--- config.mk ---
export PLATFORM = sky130hd
export DESIGN_NAME = bc_buffer_mw
export DESIGN_NICKNAME = d
export VERILOG_FILES = /design/src/rtl/bc_buffer_mw.sv
export SDC_FILE = /design/constraint.sdc
export NUM_CORES = 2
export LEC_CHECK = 0
export BUFFER_PORTS_ARGS = -buffer_cell sky130_fd_sc_hd__buf_2
export CAP_MARGIN = 20
export CORE_MARGIN = 2
export CORE_UTILIZATION = 40
export CTS_BUF_LIST = sky130_fd_sc_hd__clkbuf_8
export DETAILED_ROUTE_END_ITERATION = 7
export PLACE_DENSITY_LB_ADDON = 0.05
export SYNTH_ARGS = -nofsm -noshare
export SYNTH_HDL_FRONTEND = slang
export SYNTH_SLANG_ARGS = --single-unit
export TNS_END_PERCENT = 1
--- constraint.sdc ---
create_clock -name clk_i -period 59.4 [get_ports clk_i]
set_input_delay 8.91 -clock clk_i [delete_from_list [all_inputs] [get_ports clk_i]]
set_output_delay 8.91 -clock clk_i [all_outputs]
set_load 0.02 [all_outputs]
--- src/rtl/bc_buffer_mw.sv ---
// bc_buffer_mw: ring of beat banks between the VLSU load unit and lane0's slide unit.
// Serialises each bank into EW16/32/64 elements and replays it until invalidated.
module bc_buffer_mw #(
  parameter int unsigned NrLanes  = 4,
  parameter int unsigned NrBufs   = 2,
  parameter int unsigned BufDepth = 8,
  parameter int unsigned MaxBlen  = BufDepth * NrLanes * 4,
  localparam int unsigned BlenW   = $clog2(MaxBlen + 1)
) (
  input  logic                     clk_i,
  input  logic                     rst_ni,
  input  logic                     cfg_valid_i,
  input  logic [1:0]               cfg_ew_i,
  input  logic [BlenW-1:0]         cfg_blen_i,
  output logic                     cfg_ready_o,
  input  logic [NrLanes-1:0]       ldu_result_req_i,
  input  logic [NrLanes-1:0][63:0] ldu_result_wdata_i,
  output logic [NrLanes-1:0]       ldu_result_gnt_o,
  output logic [NrLanes-1:0]       ldu_result_final_gnt_o,
  output logic [63:0]              bc_data_o,
  output logic                     bc_data_valid_o,
  input  logic                     bc_data_ready_i,
  output logic                     bc_data_last_o,
  input  logic                     bc_data_invalidate_i
);

  localparam int unsigned LW = $clog2(NrLanes);
  localparam int unsigned PW = (NrBufs > 1) ? $clog2(NrBufs) : 1;
  localparam int unsigned CW = $clog2(BufDepth + 1);
  localparam int unsigned BW = (BufDepth > 1) ? $clog2(BufDepth) : 1;
  localparam int unsigned XW = BlenW + 2;

  typedef logic [NrLanes-1:0][63:0] beat_t;

  beat_t            mem_q [NrBufs][BufDepth];
  logic [1:0]       ew_q;
  logic [BlenW-1:0] blen_q;
  logic [PW-1:0]    wr_ptr_q, rd_ptr_q;
  logic [CW-1:0]    wcnt_q [NrBufs];
  logic [NrBufs-1:0] loaded_q;
  logic [BlenW-1:0] idx_q;
  logic             valid_q, last_q;
  logic [63:0]      data_q;

  logic [3:0]    lepb;
  logic [XW-1:0] epb_m1, bpb, avail_el, k, cfg_cap;
  logic          gnt, wr_done, byp, inv_ok, can_load, pop_en, is_last, busy;
  logic [BW-1:0] rd_beat;
  logic [LW-1:0] lane;
  logic [1:0]    sub;
  logic [5:0]    shamt;
  logic [63:0]   mask, lane_w, elem;
  beat_t         src;

  function automatic logic [PW-1:0] ptr_inc(input logic [PW-1:0] p);
    return (p == PW'(NrBufs - 1)) ? '0 : p + PW'(1);
  endfunction

  // log2 of elements per beat: NrLanes*64/EW
  assign lepb   = 4'(LW + 3) - {2'b00, ew_q};
  assign epb_m1 = (XW'(1) << lepb) - XW'(1);
  assign bpb    = (XW'(blen_q) + epb_m1) >> lepb;

  assign gnt     = (&ldu_result_req_i) && !loaded_q[wr_ptr_q]
                && (XW'(wcnt_q[wr_ptr_q]) < bpb);
  assign wr_done = gnt && (XW'(wcnt_q[wr_ptr_q]) + XW'(1) == bpb);
  assign inv_ok  = bc_data_invalidate_i && loaded_q[rd_ptr_q];

  assign ldu_result_gnt_o       = {NrLanes{gnt}};
  assign ldu_result_final_gnt_o = {NrLanes{gnt}};

  // Beat being granted into the read bank is forwarded straight to the output
  assign byp      = gnt && (wr_ptr_q == rd_ptr_q);
  assign avail_el = (XW'(wcnt_q[rd_ptr_q]) + (byp ? XW'(1) : XW'(0))) << lepb;
  assign can_load = XW'(idx_q) < avail_el;
  assign pop_en   = !valid_q || bc_data_ready_i;
  assign is_last  = (idx_q == blen_q - BlenW'(1));

  assign rd_beat = BW'(XW'(idx_q) >> lepb);
  assign k       = XW'(idx_q) & epb_m1;
  assign lane    = LW'(k);
  assign sub     = 2'(k >> LW);
  assign src     = (byp && rd_beat == BW'(wcnt_q[rd_ptr_q]))
                 ? ldu_result_wdata_i : mem_q[rd_ptr_q][rd_beat];

  always_comb begin
    shamt = '0;
    mask  = '1;
    unique case (1'b1)
      (ew_q == 2'b01): begin
        shamt = {sub, 4'b0000};
        mask  = 64'h0000_0000_0000_FFFF;
      end
      (ew_q == 2'b10): begin
        shamt = {sub[0], 5'b00000};
        mask  = 64'h0000_0000_FFFF_FFFF;
      end
      default: ;
    endcase
    lane_w = src[lane];
    elem   = (lane_w >> shamt) & mask;
  end

  always_comb begin
    busy = |loaded_q;
    for (int b = 0; b < NrBufs; b++) begin
      busy = busy || (wcnt_q[b] != '0);
    end
  end

  assign cfg_ready_o = !busy && !valid_q;

  always_ff @(posedge clk_i) begin
    if (gnt) begin
      mem_q[wr_ptr_q][BW'(wcnt_q[wr_ptr_q])] <= ldu_result_wdata_i;
    end
  end

  always_ff @(posedge clk_i or negedge rst_ni) begin
    if (!rst_ni) begin
      ew_q     <= 2'b10;
      blen_q   <= '0;
      wr_ptr_q <= '0;
      rd_ptr_q <= '0;
      loaded_q <= '0;
      for (int b = 0; b < NrBufs; b++) begin
        wcnt_q[b] <= '0;
      end
    end else begin
      if (cfg_valid_i && cfg_ready_o) begin
        ew_q   <= cfg_ew_i;
        blen_q <= cfg_blen_i;
      end
      for (int b = 0; b < NrBufs; b++) begin
        if (inv_ok && rd_ptr_q == PW'(b)) begin
          loaded_q[b] <= 1'b0;
          wcnt_q[b]   <= '0;
        end else if (gnt && wr_ptr_q == PW'(b)) begin
          wcnt_q[b] <= wcnt_q[b] + CW'(1);
          if (wr_done) loaded_q[b] <= 1'b1;
        end
      end
      if (wr_done) wr_ptr_q <= ptr_inc(wr_ptr_q);
      if (inv_ok)  rd_ptr_q <= ptr_inc(rd_ptr_q);
    end
  end

  always_ff @(posedge clk_i or negedge rst_ni) begin
    if (!rst_ni) begin
      idx_q   <= '0;
      valid_q <= 1'b0;
      last_q  <= 1'b0;
      data_q  <= '0;
    end else if (inv_ok) begin
      idx_q   <= '0;
      valid_q <= 1'b0;
      last_q  <= 1'b0;
    end else if (pop_en) begin
      if (can_load) begin
        valid_q <= 1'b1;
        data_q  <= elem;
        last_q  <= is_last;
        idx_q   <= is_last ? '0 : idx_q + BlenW'(1);
      end else begin
        valid_q <= 1'b0;
        last_q  <= 1'b0;
      end
    end
  end

  assign bc_data_o       = data_q;
  assign bc_data_valid_o = valid_q;
  assign bc_data_last_o  = last_q;

  assign cfg_cap = XW'(BufDepth) << (4'(LW + 3) - {2'b00, cfg_ew_i});

  a_cfg_legal: assert property (@(posedge clk_i) disable iff (!rst_ni)
    cfg_valid_i && cfg_ready_o |->
      cfg_ew_i != 2'b00 && cfg_blen_i != '0 && XW'(cfg_blen_i) <= cfg_cap);

  a_inv_loaded: assert property (@(posedge clk_i) disable iff (!rst_ni)
    bc_data_invalidate_i |-> loaded_q[rd_ptr_q]);

  a_wr_inv: assert property (@(posedge clk_i) disable iff (!rst_ni)
    !(gnt && inv_ok && wr_ptr_q == rd_ptr_q));

endmodule

* After elaboration in Yosys (flattened, before gate mapping)
Memory sizes are Yosys's and may differ from the RTL's.
Index checks and enable logic that the tools add are counted.
** Storage, ports and cells
- Flip-flop bits (word level) :: 96
- RAM bits :: 4096
- Input port bits :: 275
- Output and inout bits :: 75
- Logic and storage cells :: 131
- Memories :: 1
** Memory list
- mem_q :: words 2, width 2048, read ports 1, clocked after memory_dff 0, write ports 1, line 35 : beat_t mem_q [NrBufs][BufDepth];
** Cells by class
- Add/sub/neg operators :: 11
- Magnitude comparators :: 10
- Eq/ne operators :: 6
- Shifts and indexed selects :: 5
- Muxes and demuxes :: 44
- Bitwise operators :: 9
- Reduce and logical (&&, ||, !) cells :: 33
** Operator list (count)
- two-way mux 2048 bit :: 1
- two-way mux 256 bit :: 4
- binary-select mux 256 bit (select 3 bit) :: 1
- demux 256 bit (select 3 bit) :: 1
- binary-select mux 64 bit (select 2 bit) :: 1
- case mux 64 bit (2 select lines) :: 1
- AND 64 bit :: 1
- two-way mux 64 bit :: 1
- right shift 64 x 6 -> 64 bit :: 1
- two-way mux 4 bit :: 10
- two-way mux 8 bit :: 4
- two-way mux 1 bit :: 19
- logical AND 1 bit :: 13
- case mux 6 bit (2 select lines) :: 1
- nonzero test 2 bit :: 6
- adder 8 x 10 -> 10 bit :: 1
- == test 5 x 10 -> 1 bit :: 1
- less-than comparator 4 x 10 -> 1 bit :: 1
- less-than comparator 8 x 10 -> 1 bit :: 1
- left shift 1 x 4 -> 10 bit, first input constant :: 1
- left shift 5 x 4 -> 10 bit :: 1
- right shift 10 x 4 -> 10 bit :: 1
- subtractor 10 x 2 -> 10 bit, second input constant :: 1
- adder 4 x 1 -> 4 bit, second input constant :: 2
- 28 further kinds :: 43

* Logic depth before layout (Yosys ltp)
- Depth in word-level cells :: 15
- Gate-level depth with buffers :: 44
- Depth with buffers taken out :: 38

* Worst setup path before layout
OpenSTA, ideal clock, no wires.
- Path kind :: input to register
- From :: in ldu_result_req_i[2]
- To :: mem mem_q[0][1024] (netlist bit), enable pin
- Setup time :: 1.499 ns
- Arrival time :: 33.696 ns
- Data required time :: 57.901 ns
- Path slack :: 24.205 ns
- Stages :: 5
- Buffers on the path :: 0
- Cells stage by stage :: nand4_1 -> nor2_1 -> nand2_1 -> or2_2 -> nor4_1
** On the way
- Cells in the longest elaborated chain, start to end :: 5
** Ends and longest elaborated chain
- from (decl) :: line 16 : input logic [NrLanes-1:0] ldu_result_req_i,
- AND reduction 4 bit :: line 64 : assign gnt = (&ldu_result_req_i) && !loaded_q[wr_ptr_q]
- logical AND 1 bit :: line 64
- logical AND 1 bit :: line 65 : && (XW'(wcnt_q[wr_ptr_q]) < bpb);
- two-way mux 1 bit :: line 114 : if (gnt) begin
- two-way mux 2048 bit (implied by the code) :: line 115 : mem_q[wr_ptr_q][BW'(wcnt_q[wr_ptr_q])] <= ldu_result_wdata_i;
- to (decl) :: line 35
Every way passes these cells.

* Final worst setup path
- From :: in ldu_result_req_i[2]
- To :: out ldu_result_gnt_o[3]
** On the way
- Cells in the longest elaborated chain, start to end :: 3
** Ends and longest elaborated chain
- AND reduction 4 bit :: line 64
- logical AND 1 bit :: line 64
- logical AND 1 bit :: line 65
- to (decl) :: line 18 : output logic [NrLanes-1:0] ldu_result_gnt_o,
Every way passes these cells.

==> reports/qor.yml <==
critical_path:
  rrSetupSlack_ps: 49160
  worstRegToRegCells: 27
  endpoint_kind: "output pin"
  r2r_end: "mem_q[0][566]$_DFFE_PP_"
  path_cells: "buf_2 > nand4_1 > nor2_1 > nand2_1 > inv_1 > buf_2"
  cp_slowest_stage_delay_ps: 380
  start_kind: "input port"
  path_buf_inv: 3
  cp_top_family: "simple AND/OR/NAND/NOR gates"
  path_class: "input port to output pin"
  timing.critical_path.arrival_ps: 10280
  critPathRequiredTime_ps: 50490
  worstSetupPathDepth: 6
  critical_path.slowest_cell: "nand4_1"
  rr_startpoint: "ew_q[1]$_DFFE_PN1P_"
  crit_fanout: 8
  crit_path_start: "ldu_result_req_i[2]"
  cp_common_cell: "buf_2"
  crit_end: "ldu_result_gnt_o[3]"
global_route:
  grt_pass1_wl_mm: 848
  first_global_vias: 101000
  grt_usage_pct: 28.9
  grt_max_degree: 110
  grt_antenna_before_repair: 161
  grt.overflow.total: 0
run_status:
  outcome: "completed"
final_layout:
  fillerInstances: 36600
  multi_input_area_sq_um: 38400
  stdcell_count: 17200
  drive_gt1_share_pct: 17.1
  fin_util_pct: 45.5
  fin_nets: 11400
  area_growth_pct: 13.0
  regArea_sq_um: 125000
floorplanning:
  fp.dieW_um: 649
  die_y_um: 649
  die-area_sq_um: 421000
  start_util_pct: 40.2
  core_sq_um: 414000
  row_count: 236
  top_level_ports: 350
timing:
  fmax_mhz: 52.1
  max_slew.worst_pin.slew_ps: 1310
  fin_crit_ps: 19190
  setup-violations-final: 0
  finalHoldViolations: 0
  tns_ps: 0
  hold_ws_ps: 480
  rsz0062_at_grt: "no"
  slew_headroom_pct: 12.2
  fin_crit_sh_pct: 32.3
  skew_ps: 103
  fin_ws_ps: 40210
  slew_viol_final: 0
drt:
  dr.first_iter.drc_count: 11500
  via_per_inst: 5.96
  first_pass_iters: 5
  num_vias: 102000
  detail_route.wl_per_cell_um: 36.2
  antenna_left: 0
  drc: 0
  finalWirelength_mm: 622
clocking:
  numCtsBuffers: 717
  cts_hold_buffers: 0
  cts.clk_slew.worst_paths_ps: 60
  cts.path.max_buffers: 4
  clk_latency_ps: 1290
  htree_levels: 6
  cts_resized: 0
  cts_sinks: 4192
  cts_root_buf: "clkbuf_8"
  postCtsSetupBuffers: 0
  cts_tree: "built"
yosys:
  yosysSeqAreaShare_pct: 75.3
  ys_async_sr_fraction_pct: 2.29
  netlist_area_sq_um: 166000
  synth-edff-count: 4096
  ys_warn_count: 0
  ys.flop_type: "edfxtp_1"
  avgSynthCellArea_sq_um: 16.1
  yosys-top-cells-area: "edfxtp_1 74%, mux4_2 5.0%, nand2_1 4.5%, mux2i_1 3.6%, nand3_1 1.6%"
  synthCells: 10400
  yosysUniqueCellTypes: 91
  ys_seq_elements: 4192
  synth_top_cell_by_area: "edfxtp_1"
  synth_top_cell_area_share_pct: 73.9
  syn-num-nets: 10700
power_and_ir_drop:
  ir_drop_mv: 0.0286
  leakagePower_nw: 60.8
  power_density_nw_per_um2: 43.6
place:
  io_buffers: 349
  dp_cells: 15800
  dp_hpwl_mm: 361
  post-place-ws_ps: 40150
  gp_congestion: 0.858
run:
  maxCapViolCount: 0
min_path:
  hp-class: "flip-flop to flip-flop"
[metal layers]
| layer | track usage [%] | share of wire, % | vias to the layer above |
|---|---|---|---|
| met2 | 47.8 | 48 | 4474 |
| met3 | 4.70 | 7.0 | 1022 |
| met4 | 10.0 | 3.6 | 40 |
| met1 | 38.7 | 41 | 54600 |
| li1 | - | - | 42200 |
| met5 | 0 | 0.039 | - |
[flip-flops by register name, summed over array words and instances (netlist names)]
register and cells:
mem_q 4096, bc_data_o 64, rd_ptr_q 1, loaded_q 2, blen_q 8, bc_data_last_o 1
bc_data_valid_o 1, ew_q 2, wr_ptr_q 1, wcnt_q 8, idx_q 8
[cell type report]
| type | instances | share of cell area (%) |
|---|---|---|
| diodes | 70 | 0.0931 |
| clock buffers | 729 | 5.34 |
| clock inverters | 539 | 1.34 |
| inverters | 25 | 0.0499 |
| multi-input cells | 5478 | 20.4 |
| flip-flops and latches | 4192 | 66.7 |
| well taps | 5474 | 3.64 |
| repair buffers | 677 | 2.44 |
[worst register-to-register path, stage by stage, from the launching register on]
cell	delay [ps]
dfstp_2	510
buf_4	390
inv_1	440
ha_1	510
nand2_2	170
ha_1	160
nand2b_1	110
nor3_4	170
xor2_1	210
ha_1	310
a21oi_1	180
o21ai_0	130
a31oi_2	340
xor2_1	140
mux4_2	550
ha_1	310
o21ai_0	90
nand2b_1	80
a21oi_1	250
nor3_2	70
buf_4	240
a2111oi_2	800
nand2_1	270
nor3_2	190
buf_4	710
buf_4	780
buf_4	970
buf_4	740
[power breakdown]
part	leakage (nW)	internal, mW	switching, mW
logic	15.5	0.666	1.77
clock network	7.31	1.15	1.21
registers	38.0	3.32	0.0817
[worst min path at each step]
stage                         startpoint                   endpoint  slack, ps  depth (start not counted)
3_5_place_dp   bc_data_o[40]$_DFFE_PN0P_  bc_data_o[40]$_DFFE_PN0P_        470                          2
5_1_grt        bc_data_o[40]$_DFFE_PN0P_  bc_data_o[40]$_DFFE_PN0P_        500                          2
3_3_place_gp   bc_data_o[55]$_DFFE_PN0P_  bc_data_o[55]$_DFFE_PN0P_        460                          2
2_1_floorplan      blen_q[1]$_DFFE_PN0P_      blen_q[1]$_DFFE_PN0P_        520                          1
6_report       bc_data_o[55]$_DFFE_PN0P_  bc_data_o[55]$_DFFE_PN0P_        480                          2
4_1_cts        bc_data_o[55]$_DFFE_PN0P_  bc_data_o[55]$_DFFE_PN0P_        480                          2
[stage by stage]
stage,area [sq um],total power [mW]
floorplan,166000,4.65
global placement,175000,5.87
detailed placement,175000,5.88
CTS,188000,8.23
global route,188000,8.45
finish,188000,8.20
[kinds of logic after synthesis]
kind of cell | after synthesis | synth area share [%]
flops | 4192 | 75.3
simple gates | 3027 | 7.73
compound gates | 1380 | 5.82
mux | 999 | 8.81
buf+inv | 696 | 1.85
xor+xnor | 36 | 0.189
fa+ha+maj | 35 | 0.263
other cells | 1 | 0.00225
[Yosys cell counts (45+ instances only)]
cell	instances
a211oi_1	45
a21oi_1	276
a22oi_1	63
a31oi_1	170
a32oi_1	254
buf_1	131
buf_2	288
clkbuf_1	229
dfrtp_1	95
edfxtp_1	4096
mux2i_1	604
mux4_2	371
nand2_1	1990
nand3_1	529
nand4_1	89
nor2_1	159
nor3_1	72
o21ai_0	169
o221ai_1	69
o22ai_1	65
[layout by cell type (no fill, tap or decap), types with 272 or more instances in the layout]
cell	instances
buf_4	296
nand2_1	1981
mux2i_1	604
inv_1	272
nand3_1	528
clkbuf_8	729
mux4_2	368
a21oi_1	276
edfxtp_1	4096
buf_2	349
No activity file was read; power rests on OpenSTA's default activity.
